--- src/rtl/router_sync_n_pkg.sv ---
// Shared constants and helpers for the router/FIFO synchroniser.
package router_pkg;
  localparam int NUM_PORTS_DEF = 4;
  localparam int TIMEOUT_DEF   = 30;

  typedef logic [NUM_PORTS_DEF-1:0] port_vec_t;

  // Sized for the widest supported configuration (16 ports); callers slice.
  function automatic logic [15:0] onehot(input logic [3:0] addr);
    onehot = 16'(1) << addr;
  endfunction
endpackage

--- src/rtl/router_sync_n_if.sv ---
// Bus between the router FSM / FIFO bank and the synchroniser.
interface router_sync_n_if #(
  parameter int NUM_PORTS = 4,
  parameter int ADDR_W    = 2
);
  logic [ADDR_W-1:0]    data_in;
  logic                 detect_add;
  logic                 write_enb_reg;
  logic [NUM_PORTS-1:0] full;
  logic [NUM_PORTS-1:0] empty;
  logic [NUM_PORTS-1:0] read_enb;
  logic [NUM_PORTS-1:0] flag_clr;
  logic [NUM_PORTS-1:0] write_enb;
  logic                 fifo_full;
  logic [NUM_PORTS-1:0] vld_out;
  logic [NUM_PORTS-1:0] soft_reset;
  logic [NUM_PORTS-1:0] timeout_flag;
  logic                 addr_err;

  modport master (
    output data_in, detect_add, write_enb_reg, full, empty, read_enb, flag_clr,
    input  write_enb, fifo_full, vld_out, soft_reset, timeout_flag, addr_err
  );

  modport slave (
    input  data_in, detect_add, write_enb_reg, full, empty, read_enb, flag_clr,
    output write_enb, fifo_full, vld_out, soft_reset, timeout_flag, addr_err
  );
endinterface

--- src/rtl/router_sync_n_wdog.sv ---
// Per-port read watchdog: soft-resets a FIFO holding data nobody reads.
module router_wdog #(
  parameter int CNT_W   = 5,
  parameter int TIMEOUT = 30
) (
  input  logic clk,
  input  logic resetn,
  input  logic vld,
  input  logic rd,
  input  logic clr,
  output logic soft_reset,
  output logic flag
);
  logic [CNT_W-1:0] cnt_q, cnt_d;
  logic             soft_q, soft_d;
  logic             flag_q, flag_d;
  logic             stall;

  always_comb begin
    cnt_d  = '0;
    soft_d = 1'b0;
    flag_d = flag_q & ~clr;
    stall  = vld & ~rd;
    if (stall) begin
      // Firing restarts the count, so back-to-back pulses are impossible.
      if (cnt_q == CNT_W'(TIMEOUT - 1)) begin
        soft_d = 1'b1;
        flag_d = 1'b1;
      end else begin
        cnt_d = cnt_q + 1'b1;
      end
    end
  end

  always_ff @(posedge clk or negedge resetn) begin
    if (!resetn) begin
      cnt_q  <= '0;
      soft_q <= 1'b0;
      flag_q <= 1'b0;
    end else begin
      cnt_q  <= cnt_d;
      soft_q <= soft_d;
      flag_q <= flag_d;
    end
  end

  assign soft_reset = soft_q;
  assign flag       = flag_q;
endmodule

--- src/rtl/router_sync_n.sv ---
// Router-to-FIFO synchroniser: address latch, write steering, full return,
// per-port valid and read watchdogs.
module router_sync_n
  import router_pkg::*;
#(
  parameter int NUM_PORTS = NUM_PORTS_DEF,
  parameter int ADDR_W    = 2,
  parameter int TIMEOUT   = TIMEOUT_DEF,
  parameter int CNT_W     = 5
) (
  input logic            clk,
  input logic            resetn,
  router_sync_n_if.slave bus
);
  logic [ADDR_W-1:0]    addr_q, addr_d;
  logic                 addr_ok_q, addr_ok_d;
  logic                 addr_err_q, addr_err_d;
  logic                 in_ok;
  logic [ADDR_W-1:0]    sel_addr;
  logic                 sel_ok;
  logic [15:0]          oh;
  logic [NUM_PORTS-1:0] sel_vec;
  logic [NUM_PORTS-1:0] soft_w, flag_w;

  always_comb begin
    in_ok      = (int'(bus.data_in) < NUM_PORTS);
    addr_d     = addr_q;
    addr_ok_d  = addr_ok_q;
    addr_err_d = 1'b0;
    if (bus.detect_add) begin
      addr_d     = bus.data_in;
      addr_ok_d  = in_ok;
      addr_err_d = ~in_ok;
    end
    // Header byte bypasses the latch so the same-cycle write is steered.
    sel_addr = bus.detect_add ? bus.data_in : addr_q;
    sel_ok   = bus.detect_add ? in_ok : addr_ok_q;
    oh       = onehot(4'(sel_addr));
    sel_vec  = sel_ok ? oh[NUM_PORTS-1:0] : '0;
  end

  always_ff @(posedge clk or negedge resetn) begin
    if (!resetn) begin
      addr_q     <= '0;
      addr_ok_q  <= 1'b0;
      addr_err_q <= 1'b0;
    end else begin
      addr_q     <= addr_d;
      addr_ok_q  <= addr_ok_d;
      addr_err_q <= addr_err_d;
    end
  end

  assign bus.write_enb = bus.write_enb_reg ? sel_vec : '0;
  assign bus.fifo_full = |(bus.full & sel_vec);
  assign bus.vld_out   = ~bus.empty;
  assign bus.addr_err  = addr_err_q;

  for (genvar i = 0; i < NUM_PORTS; i++) begin : g_wdog
    router_wdog #(.CNT_W(CNT_W), .TIMEOUT(TIMEOUT)) u_wdog (
      .clk       (clk),
      .resetn    (resetn),
      .vld       (~bus.empty[i]),
      .rd        (bus.read_enb[i]),
      .clr       (bus.flag_clr[i]),
      .soft_reset(soft_w[i]),
      .flag      (flag_w[i])
    );
  end

  assign bus.soft_reset   = soft_w;
  assign bus.timeout_flag = flag_w;
endmodule

--- src/flat_wrapper.sv ---
// flat-port wrapper written by rule: the top's interface ports become plain ports
module router_sync_n_flat import router_pkg::*;
#(
  parameter int NUM_PORTS = NUM_PORTS_DEF,
  parameter int ADDR_W    = 2,
  parameter int TIMEOUT   = TIMEOUT_DEF,
  parameter int CNT_W     = 5
)
  (clk, resetn, bus_data_in, bus_detect_add, bus_write_enb_reg, bus_full, bus_empty, bus_read_enb, bus_flag_clr, bus_write_enb, bus_fifo_full, bus_vld_out, bus_soft_reset, bus_timeout_flag, bus_addr_err);
  router_sync_n_if #(.NUM_PORTS(NUM_PORTS), .ADDR_W(ADDR_W)) bus_i ();
  input logic clk;
  input logic resetn;
  input wire logic [$bits(bus_i.data_in)-1:0] bus_data_in;
  input wire logic [$bits(bus_i.detect_add)-1:0] bus_detect_add;
  input wire logic [$bits(bus_i.write_enb_reg)-1:0] bus_write_enb_reg;
  input wire logic [$bits(bus_i.full)-1:0] bus_full;
  input wire logic [$bits(bus_i.empty)-1:0] bus_empty;
  input wire logic [$bits(bus_i.read_enb)-1:0] bus_read_enb;
  input wire logic [$bits(bus_i.flag_clr)-1:0] bus_flag_clr;
  output wire logic [$bits(bus_i.write_enb)-1:0] bus_write_enb;
  output wire logic [$bits(bus_i.fifo_full)-1:0] bus_fifo_full;
  output wire logic [$bits(bus_i.vld_out)-1:0] bus_vld_out;
  output wire logic [$bits(bus_i.soft_reset)-1:0] bus_soft_reset;
  output wire logic [$bits(bus_i.timeout_flag)-1:0] bus_timeout_flag;
  output wire logic [$bits(bus_i.addr_err)-1:0] bus_addr_err;
  assign bus_i.data_in = bus_data_in;
  assign bus_i.detect_add = bus_detect_add;
  assign bus_i.write_enb_reg = bus_write_enb_reg;
  assign bus_i.full = bus_full;
  assign bus_i.empty = bus_empty;
  assign bus_i.read_enb = bus_read_enb;
  assign bus_i.flag_clr = bus_flag_clr;
  assign bus_write_enb = bus_i.write_enb;
  assign bus_fifo_full = bus_i.fifo_full;
  assign bus_vld_out = bus_i.vld_out;
  assign bus_soft_reset = bus_i.soft_reset;
  assign bus_timeout_flag = bus_i.timeout_flag;
  assign bus_addr_err = bus_i.addr_err;
  router_sync_n #(.NUM_PORTS(NUM_PORTS), .ADDR_W(ADDR_W), .TIMEOUT(TIMEOUT), .CNT_W(CNT_W)) u_core (.clk(clk), .resetn(resetn), .bus(bus_i));
endmodule
--- config.mk ---
export PLATFORM = sky130hd
export DESIGN_NAME = router_sync_n_flat
export DESIGN_NICKNAME = d
export VERILOG_FILES = /design/src/rtl/router_sync_n_pkg.sv /design/src/rtl/router_sync_n_if.sv /design/src/rtl/router_sync_n_wdog.sv /design/src/rtl/router_sync_n.sv /design/src/flat_wrapper.sv
export SDC_FILE = /design/constraint.sdc
export NUM_CORES = 1
export LEC_CHECK = 0
export BUFFER_PORTS_ARGS = -buffer_cell sky130_fd_sc_hd__buf_2
export CAP_MARGIN = 20
export CORE_ASPECT_RATIO = 1.75
export CORE_MARGIN = 4
export CORE_UTILIZATION = 37
export DETAILED_ROUTE_END_ITERATION = 10
export GPL_ROUTABILITY_DRIVEN = 0
export PLACE_DENSITY = 0.6
export SETUP_SLACK_MARGIN = 0.3
export SLEW_MARGIN = 20
export SYNTH_ARGS = -nofsm -noshare
export SYNTH_HDL_FRONTEND = slang
export SYNTH_SLANG_ARGS = --single-unit
--- constraint.sdc ---
create_clock -name clk -period 1.5 [get_ports clk]
set_input_delay 0.225 -clock clk [delete_from_list [all_inputs] [get_ports clk]]
set_output_delay 0.225 -clock clk [all_outputs]
set_load 0.01 [all_outputs]
==> Yosys cells after proc, flatten, opt, wreduce, memory -nomap -nowiden <==
Index checks and enable logic that the tools add are counted.
{ "op_classes": {"eq_ne": 4, "muxes": 28, "n_shift": 1, "n_reduce_logical": 1, "n_addsub": 4, "bitwise": 22} }
{ "ops": {"columns": ["op", "n"], "rows": [
  ["$mux 5", 8],
  ["$add 5x1->5 const B", 4],
  ["$eq 5x5->1 const B", 4],
  ["$mux 1", 17],
  ["$not 1->1", 12],
  ["$and 1x1->1", 8],
  ["$mux 4", 2],
  ["$and 4x4->4", 1],
  ["$not 4->4", 1],
  ["$reduce_or 4->1", 1],
  ["$shl 1x2->4 const A", 1],
  ["$mux 2", 1]
]} }
{ "totals": {"out_inout_bits": 18, "reg_bits": 31, "inputBits": 22, "wordCells": 74} }

==> Logic depth before layout (Yosys ltp) <==
{ "depth": {"ltp_word": 5, "mapped_depth": 5, "mapped_depth_nobuf": 5} }

==> Cells and area by module <==
From an unflattened synthesis, not the netlist that was laid out.
{ "hier_totals": {"hier_cells": 124, "hier_area_um2": 1436.4} }
{ "modules_own_cells": {"columns": ["module", "cells_each", "area_per_inst_um2", "instances", "seq_area_each_um2"], "rows": [
  ["router_wdog", 25, 302.8, 4, 175.2],
  ["router_sync_n", 24, 225.2, 1, 75.1]
]} }

==> Worst setup path after synthesis <==
Ideal clock, no wire load.
{ "synth_timing": {"kind": "register to output", "startpoint": "register u_core.addr_q[1]", "endpoint": "output bus_write_enb[0]", "t_arrival_ns": 1.018, "required_ns": 1.275, "path_stages_with_launch": 4, "path_buffers": 0, "path_slack_ns": 0.257, "cell_sequence": "dfrtp_1 > mux2_4 > or2_1 > nor2_1"} }
{ "synth_between": {"elab_chain_cells": 4} }
{ "synth_lines": {"columns": ["element", "line", "text"], "rows": [
  ["from (decl)", "router_sync_n.sv:15", "logic [ADDR_W-1:0] addr_q, addr_d;"],
  ["from (signal assigned)", "router_sync_n.sv:48", "addr_q <= addr_d;"],
  ["$mux 2", null, null],
  ["$shl 1x2->4", "router_sync_n_pkg.sv:10", "onehot = 16'(1) << addr;"],
  ["$mux 4", "router_sync_n.sv:39", "sel_vec = sel_ok ? oh[NUM_PORTS-1:0] : '0;"],
  ["$mux 4", "router_sync_n.sv:54", "assign bus.write_enb = bus.write_enb_reg ? sel_vec : '0;"],
  ["to (decl)", "flat_wrapper.sv:20", "output wire logic [$bits(bus_i.write_enb)-1:0] bus_write_enb;"]
]} }
Every way passes these cells.

==> Final worst setup path <==
{ "layout_timing": {"startpoint": "register u_core.addr_q[1]", "endpoint": "output bus_write_enb[1]"} }
The elaborated chain is that of the path after synthesis.

==> impl_metrics.py <==
metrics = {
    "synth": {
        "syn_inst": 140,
        "synth_top_cell_by_area": "dfrtp_1",
        "synthMostInstantiatedCell": "dfrtp_1",
        "syn_area_sq_um": 1450,
        "yosys.area.top_type_share_pct": 53.4,
        "synth_fp_nets": 170,
        "synth_common_cells": "dfrtp_1, nor2_1, buf_4, inv_1",
        "synth_top_flop_cell": "dfrtp_1",
        "synth-seq-cells": 31,
        "yosysWarnings": 0,
        "async_flop_share_pct": 100,
        "synth_area_leaders": "dfrtp_1, nor2_1, ha_1",
        "synth_cell_types": 20,
        "synth_edf_count": 0,
        "synth.avg_cell_area_sq_um": 10.4,
        "seq_area_frac_synth_pct": 53.4,
    },
    "floorplan": {
        "die_h_um": 90.9,
        "die_area_sq_um": 5030,
        "num_io_pins": 40,
        "initial_core_util_pct": 39.2,
        "core-area_sq_um": 3700,
        "core.rowCount": 29,
        "die_w_um": 55.4,
    },
    "flow_run": {
        "cap_violations": 0,
    },
    "layout": {
        "synthToLayoutAreaGrowth_pct": 21.6,
        "drive_gt1_share_pct": 35.6,
        "final_nets": 203,
        "fillers": 368,
        "n_antenna_cell": 0,
    },
    "clock_tree": {
        "cts-root-buf": "clkbuf_8",
        "holdBufCountCts": 0,
        "numCtsBuffers": 5,
        "clk_path_buf_depth": 2,
        "clk_pin_slew_worst_paths_ns": 0.06,
        "h-tree-depth": 2,
        "cts_tree": "done",
        "clock-sinks": 31,
        "clkLatencyLatePin_ns": 0.28,
    },
    "global_route": {
        "grt_pass1_vias": 1061,
        "grt_start_max_net_pins": 32,
        "grt_overflow": 0,
        "antenna_found_initial": 0,
        "grt_first_pass_wirelength_mm": 4.42,
        "track_usage_pct": 11.1,
    },
    "outcome": {
        "violations": "hold timing, setup timing",
        "outcome": "finished, violations left",
    },
    "power": {
        "finalPower_mw": 1.85,
        "power_leakage_nw": 0.964,
        "power_density_nw_per_um2": 1050,
        "peakVddDrop_uv": 724,
    },
    "timing": {
        "slew_headroom_pct": 54.9,
        "skew_ns": 0.00420,
        "period_needed_ns": 1.62,
        "drv_slew": 0,
        "fmax_ghz": 0.616,
        "finalSetupViolations": 5,
        "whs_ns": -0.0169,
        "fin_ws_ns": -0.123,
        "timing.final.crit_share_pct": 108,
        "rsz0062_at_grt": "yes",
        "finalHoldViolations": 31,
        "worstMarginPinSlew_ns": 0.677,
    },
    "critical_path": {
        "crit_path_max_fanout": 4,
        "cp-end-kind": "primary output",
        "critPathRequiredTime_ns": 1.27,
        "regToRegSetupSlack_ns": 0.40,
        "crit_path_start_kind": "register",
        "critPathKind": "register to primary output",
        "arrival_ns": 1.40,
    },
    "routing": {
        "vias": 1012,
        "wl_per_cell_um": 11.5,
        "drt_iter0_drc": 7,
        "drt-total-wl_mm": 2.53,
        "drc": 0,
        "first_pass_iters": 2,
        "routed_via_density": 4.60,
        "postRouteAntennaNets": 0,
    },
    "min_path": {
        "hp-class": "input port to async pin",
    },
    "place": {
        "portBuffers": 38,
        "hpwlAfterDp_mm": 1.96,
    },
}
[final cells by class]
cell class              instances  area [sq um]  area share, %
clock buffers                   6          82.6           4.67
clock inverters                 2          35.0           1.98
inverters                      13          48.8           2.76
multi-input cells              83           569           32.2
flip-flops and latches         31           776           43.9
well taps                      46          57.6           3.26
repair buffers                 39           198           11.2
[critical path, cell delays in order, from the launching register on]
cell,delay (ns)
dfrtp_1,0.37
mux2_4,0.30
or2_4,0.25
nor2_2,0.08
buf_2,0.13
[worst paths after layout]
| check | from | to | depth (start not counted) |
|---|---|---|---|
| worst min register to register | u_core.g_wdog[2].u_wdog.flag | u_core.g_wdog[2].u_wdog.flag | 1 |
| worst max register to register | u_core.g_wdog[0].u_wdog.cnt_q[0] | u_core.g_wdog[0].u_wdog.flag | 4 |
| max in group asynchronous | resetn | u_core.addr_q[1] | 1 |
| min in group clk | bus_read_enb[1] | u_core.g_wdog[1].u_wdog.soft_reset | 2 |
| worst min-delay path | resetn | u_core.g_wdog[2].u_wdog.cnt_q[3] | 1 |
| worst max-delay path | u_core.addr_q[1] | bus_write_enb[1] | 4 |
[repair_timing]
action | in CTS | in global routing
hold endpoints to repair | 0 | 0
endpoints found under the setup margin | 5 | 8
cloned | 0 | 0
gates resized for setup | 2 | 6
setup buffers | 1 | 0
pin swaps | 1 | 0
[through the flow]
stage / worst slack, ns / utilization (%) / cells / setup TNS, ns / area, sq um
CTS: -0.148 / 47.1 / 220 / -0.529 / 1740
global placement: 0.149 / 43.6 / 211 / 0 / 1610
floorplan: 0.274 / - / 140 / 0 / 1460
finish: -0.123 / 47.7 / 220 / -0.422 / 1770
detailed placement: 0.116 / 43.6 / 211 / 0 / 1610
global route: -0.193 / 47.7 / 220 / -0.749 / 1770
[per-layer routing]
layer  GRT usage (%)  share of wire (%)
met1            10.9                 38
met2            19.2                 52
met3            4.15                7.5
met4            6.69                2.2
met5               0                  0
[flip-flops by register name (all words and copies together), names as in the netlist]
register	flops
u_core.g_wdog.u_wdog.soft_reset	4
u_core.addr_ok_q	1
u_core.addr_q	2
u_core.g_wdog.u_wdog.flag	4
u_core.g_wdog.u_wdog.cnt_q	20
[cell usage in the layout, fill, tap and decap left out, types with 6 or more instances in the layout]
cell type and n:
clkbuf_8 6, inv_1 13, dfrtp_1 31, nor2_1 26, xor2_1 8, ha_1 8, nand3_1 8, buf_2 38
[where the power goes]
part	internal, mW	switching (mW)
clock network	0.537	0.291
registers	0.852	0.0116
logic	0.0715	0.0881
total	1.46	0.391
[kinds of logic (layout without fill, tap and decap cells)]
family	Yosys count	in the layout	synth area share, %
and+or+nand+nor	53	53	16.5
DFF	31	31	53.4
buffers and inverters	26	60	10.1
xor gates and xnor gates	12	12	7.24
adders and majority gates	8	8	6.89
AOI/OAI and AO/OA	5	5	2.50
muxes	4	4	3.19
other	1	1	0.258
(Power assumes the default switching activity.)
